File: src/rtl/fetch_unit.sv
// Instruction-fetch front end: PC owner, single-outstanding imem requester, in-order prefetch queue.
// Optional build macro FETCH_HLT_DECODE_EN: stop fetching after a queued word whose top nibble is HLT_OPCODE.
module fetch_unit #(
  parameter int              DATA_W     = 16,
  parameter int              DEPTH      = 4,
  parameter int              PC_STEP    = 2,
  parameter logic [DATA_W-1:0] RESET_PC = '0,
  parameter logic [3:0]      HLT_OPCODE = 4'hF
) (
  input  logic              clk,
  input  logic              rst,
  output logic              imem_req,
  output logic [DATA_W-1:0] imem_addr,
  input  logic              imem_rvalid,
  input  logic [DATA_W-1:0] imem_rdata,
  output logic              instr_valid,
  output logic [DATA_W-1:0] instr,
  output logic [DATA_W-1:0] instr_pc,
  input  logic              instr_ready,
  input  logic              redirect,
  input  logic [DATA_W-1:0] redirect_pc,
  input  logic              halt,
  output logic              halted
);

  localparam int PTR_W = (DEPTH > 1) ? $clog2(DEPTH) : 1;
  localparam int CNT_W = $clog2(DEPTH + 1);
  localparam logic [CNT_W-1:0]  DEPTH_C = CNT_W'(DEPTH);
  localparam logic [PTR_W-1:0]  LAST_P  = PTR_W'(DEPTH - 1);
  localparam logic [DATA_W-1:0] PC_INC  = DATA_W'(PC_STEP);

  typedef struct packed {
    logic [DATA_W-1:0] instr;
    logic [DATA_W-1:0] pc;
  } entry_t;

  typedef enum logic [1:0] {S_IDLE, S_WAIT, S_DRAIN} state_t;

  state_t            state, state_nxt;
  entry_t            q [DEPTH];
  logic [PTR_W-1:0]  rd_ptr, wr_ptr;
  logic [CNT_W-1:0]  count, count_nxt;
  logic [DATA_W-1:0] fetch_pc, pc_inc;
  logic              push, pop, slot_free, issue;
  logic              self_halt, hlt_hit;

  function automatic logic [PTR_W-1:0] ptr_nxt(input logic [PTR_W-1:0] p);
    return (p == LAST_P) ? '0 : p + 1'b1;
  endfunction

  // fetch_pc always equals the outstanding address while in WAIT, so it tags the pushed word.
  assign push      = (state == S_WAIT) && imem_rvalid && !redirect;
  assign pop       = instr_valid && instr_ready && !redirect;
  assign count_nxt = count + CNT_W'(push) - CNT_W'(pop);
  assign slot_free = (state == S_IDLE) || imem_rvalid;
  assign pc_inc    = fetch_pc + PC_INC;

  assign instr_valid = (count != '0);
  assign instr       = q[rd_ptr].instr;
  assign instr_pc    = q[rd_ptr].pc;

`ifdef FETCH_HLT_DECODE_EN
  logic self_halt_q;
  assign hlt_hit   = push && (imem_rdata[DATA_W-1 -: 4] == HLT_OPCODE);
  assign self_halt = self_halt_q;

  always_ff @(posedge clk) begin
    if (rst || redirect) self_halt_q <= 1'b0;
    else if (hlt_hit)    self_halt_q <= 1'b1;
  end
`else
  logic unused_hlt_opcode;
  assign unused_hlt_opcode = ^HLT_OPCODE;
  assign hlt_hit   = 1'b0;
  assign self_halt = 1'b0;
`endif

  // FSM: state register
  always_ff @(posedge clk) begin
    if (rst) state <= S_IDLE;
    else     state <= state_nxt;
  end

  // FSM: next state
  always_comb begin
    state_nxt = state;
    case (state)
      S_IDLE:  state_nxt = issue ? S_WAIT : S_IDLE;
      S_WAIT: begin
        if (imem_rvalid)   state_nxt = issue ? S_WAIT : S_IDLE;
        else if (redirect) state_nxt = S_DRAIN;
      end
      S_DRAIN: if (imem_rvalid) state_nxt = issue ? S_WAIT : S_IDLE;
      default: state_nxt = S_IDLE;
    endcase
  end

  // FSM: outputs. A slot is reserved at issue time, so a later push never overflows.
  always_comb begin
    issue     = !rst && slot_free && !redirect && !halt && !self_halt && !hlt_hit &&
                (count_nxt < DEPTH_C);
    imem_req  = issue;
    imem_addr = issue ? (push ? pc_inc : fetch_pc) : '0;
    halted    = !rst && (halt || self_halt) && (state == S_IDLE);
  end

  always_ff @(posedge clk) begin
    if (rst)           fetch_pc <= RESET_PC;
    else if (redirect) fetch_pc <= redirect_pc;
    else if (push)     fetch_pc <= pc_inc;
  end

  always_ff @(posedge clk) begin
    if (rst || redirect) begin
      rd_ptr <= '0;
      wr_ptr <= '0;
      count  <= '0;
    end else begin
      if (push) wr_ptr <= ptr_nxt(wr_ptr);
      if (pop)  rd_ptr <= ptr_nxt(rd_ptr);
      count <= count_nxt;
    end
  end

  always_ff @(posedge clk) begin
    if (push) q[wr_ptr] <= '{instr: imem_rdata, pc: fetch_pc};
  end

endmodule

File: config.mk
export PLATFORM = sky130hd
export DESIGN_NAME = fetch_unit
export DESIGN_NICKNAME = d
export VERILOG_FILES = /design/src/rtl/fetch_unit.sv
export SDC_FILE = /design/constraint.sdc
export NUM_CORES = 1
export LEC_CHECK = 0
export CORE_UTILIZATION = 54
export DETAILED_ROUTE_END_ITERATION = 6
export HOLD_SLACK_MARGIN = 0.15
export PLACE_DENSITY = 0.91
export SETUP_SLACK_MARGIN = 0.2
export SYNTH_ARGS = -nofsm -noshare
export SYNTH_HDL_FRONTEND = slang
export SYNTH_SLANG_ARGS = --single-unit
File: constraint.sdc
create_clock -name clk -period 5.4 [get_ports clk]
set_clock_uncertainty 0.05 [all_clocks]
set_input_delay 1.35 -clock clk [delete_from_list [all_inputs] [get_ports clk]]
set_output_delay 1.35 -clock clk [all_outputs]
set_load 0.02 [all_outputs]
# Word level (Yosys, flattened, before mapping)
# Memories as Yosys holds them, arrays and structs flattened. A register that Yosys moved wholly into a read port is not among the register bits.
# Index checks and enable logic that the tools add are counted.
classes:
  n_eq_ne: 6
  muxes: 14
  n_lt_le_gt_ge: 1
  addsub: 5
  n_reduce_logical: 18
op_table:
  columns: ["cell", "count"]
  rows:
  - ["two-way mux 16 bit", 3]
  - ["adder 16 x 2 -> 16 bit (second input constant)", 1]
  - ["two-way mux 2 bit", 7]
  - ["logical AND 1 bit", 10]
  - ["equality test 2 bit (second input constant)", 3]
  - ["case mux 2 bit (3 select lines)", 1]
  - ["adder 2 x 1 -> 2 bit (second input constant)", 2]
  - ["adder 3 x 1 -> 3 bit", 1]
  - ["logical NOT 1 bit", 3]
  - ["< comparator 3 bit (second input constant)", 1]
  - ["two-way mux 1 bit", 3]
  - ["!= test 3 bit (second input constant)", 1]
  - ["nonzero test 3 bit", 1]
  - ["subtractor 3 x 1 -> 3 bit", 1]
  - ["equality test 2 x 1 -> 1 bit (second input constant)", 1]
  - ["logical NOT 2 bit", 1]
  - ["logical OR 1 bit", 2]
  - ["!= test 2 bit (second input constant)", 1]
  - ["AND reduction 2 bit", 1]
totals:
  register_bits: 25
  output_inout_bits: 51
  memories: 1
  ram_bits: 128
  input_bits: 38
  wordCells: 50
memory_table:
  columns: ["name", "depth", "width", "rd", "rd_clocked_by_memory_dff", "write_ports", "line", "rtl"]
  rows:
  - ["q", 4, 32, 1, 1, 1, "40", "entry_t q [DEPTH];"]

# Longest topological paths before layout
depth:
  ltp_word: 10
  mapped_depth: 13
  mapped_depth_nobuf: 11

# Least setup slack after synthesis
# No wires, ideal clock.
synth_path:
  path_kind: "input to output"
  start: "input redirect"
  end: "output imem_addr[10]"
  arrival_ns: 3.955
  cell_stages: 13
  t_required_ns: 4.000
  n_path_buf: 3
  slack_ns: 0.045
  path_cell_list: "and4bb_1 -> buf_6 -> inv_4 -> clkbuf_1 -> ha_1 -> inv_1 -> ha_1 -> fa_1 -> xnor2_1 -> xnor2_1 -> o211ai_1 -> clkbuf_1 -> nor2_1"
synth_via:
  elab_chain_len: 7
  word_cells_on_any_way: 11
  cone_classes: "2 x add/sub; 1 x order compare; 2 x mux; 6 x reduce/logical"
synth_lines:
  columns: ["element", "line", "rtl"]
  rows:
  - ["start, declared", "20", "input logic redirect,"]
  - ["logical NOT 1 bit *", "52, 53, 100", null]
  - ["logical AND 1 bit", "52", "assign push = (state == S_WAIT) && imem_rvalid && !redirect;"]
  - ["adder 3 x 1 -> 3 bit", "54", "assign count_nxt = count + CNT_W'(push) - CNT_W'(pop);"]
  - ["subtractor 3 x 1 -> 3 bit", "54", null]
  - ["< comparator 3 bit", "101", "(count_nxt < DEPTH_C);"]
  - ["logical AND 1 bit", "100", "issue = !rst && slot_free && !redirect && !halt && !self_halt && !hlt_hit &&"]
  - ["two-way mux 16 bit *", "103", "imem_addr = issue ? (push ? pc_inc : fetch_pc) : '0;"]
  - ["end, declared", "13", "output logic [DATA_W-1:0] imem_addr,"]
# Mark *: on every way between the ends. The rest lies on a longest branch, timed or not.

# Final worst setup path
layout_path:
  start: "input imem_rvalid"
  end: "output imem_addr[1]"
layout_via:
  elab_chain_len: 7
  word_cells_on_any_way: 12
  cone_classes: "2 x add/sub; 1 x order compare; 2 x mux; 7 x reduce/logical"
layout_lines:
  columns: ["element", "line", "rtl"]
  rows:
  - ["start, declared", "14", "input logic imem_rvalid,"]
  - ["logical AND 1 bit (2 in a row)", "52", null]
  - ["adder 3 x 1 -> 3 bit", "54", null]
  - ["subtractor 3 x 1 -> 3 bit", "54", null]
  - ["< comparator 3 bit", "101", null]
  - ["logical AND 1 bit", "100", null]
  - ["two-way mux 16 bit *", "103", null]
# Marks and branches as above.

==> flow_summary.toml <==
[status]
status = "finished clean"

[die]
start_util_pct = 55.7
num_io_pins = 89
die_w_um = 108
die_y_um = 108
die_area_um2 = 11700
rows = 38
core-area_um2 = 10900

[sta]
setup_viol = 0
fin_crit_sh_pct = 94.2
slew-limit-headroom_pct = 46.5
fmax_mhz = 197
worst_pin_slew_ns = 0.803
final.min_clock_period_ns = 5.09
drv_slew = 0
rsz0062_at_grt = "false"
hold_viol_final = 0
layout_setup_ws_ns = 0.314

[worst_setup_path]
critPathTopFamily = "adder cells"
path_buf_inv = 5
cpMaxStageDelayCell = "fa_2"
crit_path_max_fanout = 8
start_kind = "input port"
slowest_delay_ns = 0.34
crit_path_end = "imem_addr[1]"
cp.required_ns = 4.00
crit_chain = "clkdlybuf4s15_1 -> and4bb_2 -> inv_4 -> ha_4 -> inv_4 -> ha_4 -> fa_2 -> xnor2_2 -> xnor2_2 -> o211ai_1 -> buf_6 -> nor2_2 -> buf_6"
reg2reg_to = "state[0]"
end_kind = "output pin"
worst-path-stages = 13
worstSetupPathType = "input port to output pin"
timing.rr.start = "count[2]"
r2r_slack_ns = 2.50
startpoint = "imem_rvalid"
arrival_ns = 3.69
ff2ff_path_depth = 12

[route]
routed_wl_um = 11700
routedWlPerCell_um = 19.1
drc = 0
dr.pass1.iters = 4
vias = 3440
viasPerCell = 5.62
dr.first_iter.drc_count = 271
ant_nets = 0

[finish]
final_cells = 612
area_growth_pct = 29.5
antennaDiodeCount = 0
final_nets = 506
drive_above_1_share_pct = 27.3

[grt]
grt_antenna_before_repair = 0
grt_usage_pct = 21.5
grt.overflow.total = 0
grt_pass1_wl_um = 18300
grt_pass1_vias = 3519
grt_max_degree = 33

[yosys]
synth_top_area_share_pct = 63.3
syn_avg_cell_area_um2 = 17.3
synth_edf_count = 128
synth_ff_type = "edfxtp_1"
synth_area_um2 = 6070
ys_seq_area_share_pct = 72.2
synth_warnings = 0
synthArstFlopShare_pct = 0
ys_top_cells_by_area = "edfxtp_1, mux4_2, dfxtp_1, nor2_1, ha_1"
synthesis.nets = 397
syn_inst = 350
synth.distinct_cells = 32
synth_top_cell_by_area = "edfxtp_1"
ys_seq_elements = 155

[clock_network]
cts.sinks = 155
h-tree-depth = 4
clock_latency_ns = 0.52
cts-root-buf = "clkbuf_8"
cts.path.max_buffers = 2
cts_tree = "done"
clkSlewWorstSetupHoldPaths_ns = 0.07
cts_buffers = 17

[place]
dpl.hpwl_um = 6940
io_buffers = 88
place_ws_ns = -0.513
place.gp.congestion = 0.753
place_inst = 576

[flow_run]
drv_cap = 0

[pwr]
total_power_mw = 2.49
ir_drop_uv = 207
p_leak_nw = 2.55
power_density_nw_per_um2 = 317

[worst_hold_path]
hold_class = "flop to flop"
==> worst min-delay path: stages, from the launching register on <==
cell	delay, ns
dfxtp_1	0.32
nand2_1	0.06
a21oi_1	0.07
==> worst min-delay path by stage <==
stage | start | to | slack (ns) | cells after the start
global route | rd_ptr[0] | flop | 0.48 | 2
floorplan | rd_ptr[1] | flop | 0.40 | 2
CTS | rd_ptr[0] | flop | 0.44 | 2
global placement | rd_ptr[1] | rd_ptr[1] | 0.42 | 2
finish | rd_ptr[0] | flop | 0.44 | 2
detailed placement | rd_ptr[0] | flop | 0.43 | 2
==> flip-flops by register name, summed over array words and instances (netlist names), named ones only <==
signal,flops
count,3
rd_ptr,2
q,128
fetch_pc,16
state,2
wr_ptr,2
==> cells in the mapped netlist, types with 2 or more instances <==
| cell type | count |
|---|---|
| edfxtp_1 | 128 |
| buf_1 | 5 |
| inv_1 | 13 |
| a311oi_1 | 2 |
| nand3_1 | 7 |
| mux2i_1 | 3 |
| nor3_1 | 3 |
| nand4_1 | 6 |
| clkbuf_1 | 10 |
| or3_1 | 4 |
| ha_1 | 8 |
| xor2_1 | 3 |
| o21ai_0 | 2 |
| xnor2_1 | 11 |
| a21oi_1 | 6 |
| and2_1 | 4 |
| nor2_1 | 39 |
| nand2_1 | 8 |
| a211oi_1 | 13 |
| dfxtp_1 | 27 |
| nor4_1 | 6 |
| mux4_2 | 32 |
==> cell usage in the layout, fill, tap and decap left out, types with 5 or more instances in the layout <==
cell / netlist / layout
buf_6: 1 / 6
nor4_1: 6 / 6
inv_1: 13 / 12
buf_4: 0 / 23
clkbuf_16: 0 / 16
dfxtp_1: 27 / 26
nand2_1: 8 / 7
buf_2: 0 / 7
clkdlybuf4s50_1: 0 / 68
nor2_1: 39 / 24
nand3_1: 7 / 7
inv_6: 0 / 5
ha_1: 8 / 6
mux4_2: 32 / 32
a211oi_1: 13 / 13
nand4_1: 6 / 6
xnor2_1: 11 / 9
edfxtp_1: 128 / 128
nor2_4: 0 / 12
==> where the power goes <==
| group | internal (mW) | total [mW] | switching [mW] |
|---|---|---|---|
| Clock | 0.580 | 1.07 | 0.490 |
| Combinational | 0.0491 | 0.0968 | 0.0477 |
| Sequential | 1.30 | 1.33 | 0.0205 |
==> area by class of cell <==
class,instances,area (um^2)
Clock buffer,17,414
Clock inverter,15,134
Fill cell,656,3030
Inverter,14,57.6
Multi-Input combinational cell,165,1720
Sequential cell,155,4390
Tap cell,140,175
Timing Repair Buffer,106,975
==> cells by family (layout without fill, tap and decap cells) <==
| group | Yosys count | in the layout | synth area share (%) |
|---|---|---|---|
| buffers and inverters | 30 | 152 | 2.02 |
| muxes | 35 | 35 | 12.4 |
| and+or+nand+nor | 82 | 82 | 6.56 |
| adders and majority gates | 9 | 9 | 1.98 |
| xor gates and xnor gates | 14 | 14 | 2.02 |
| DFF | 155 | 155 | 72.2 |
| AOI/OAI and AO/OA | 25 | 25 | 2.82 |
==> metal layers <==
metal,global-route usage (%),routed length (um),vias to the layer above
met5,0,0,-
met1,27.0,4740,1687
met3,6.69,852,8
met2,35.4,6010,158
met4,7.63,99,0
li1,-,-,1587
==> per-stage QoR <==
stage	setup TNS (ns)	utilization, %	instance area [um^2]	hold slack (ns)
floorplan	0	-	6150	0.404
global placement	-7.05	66.4	7230	0.417
detailed placement	-8.05	66.4	7230	0.433
CTS	0	71.7	7800	0.443
global route	0	72.2	7860	0.478
finish	0	72.2	7860	0.440
==> what timing repair did <==
item	in CTS	in global routing
endpoints found under the setup margin	17	17
hold buffers	0	0
pin swaps	7	6
gates resized for setup	102	13
setup buffers	1	2
cloned	1	0
(Power assumes the default switching activity.)
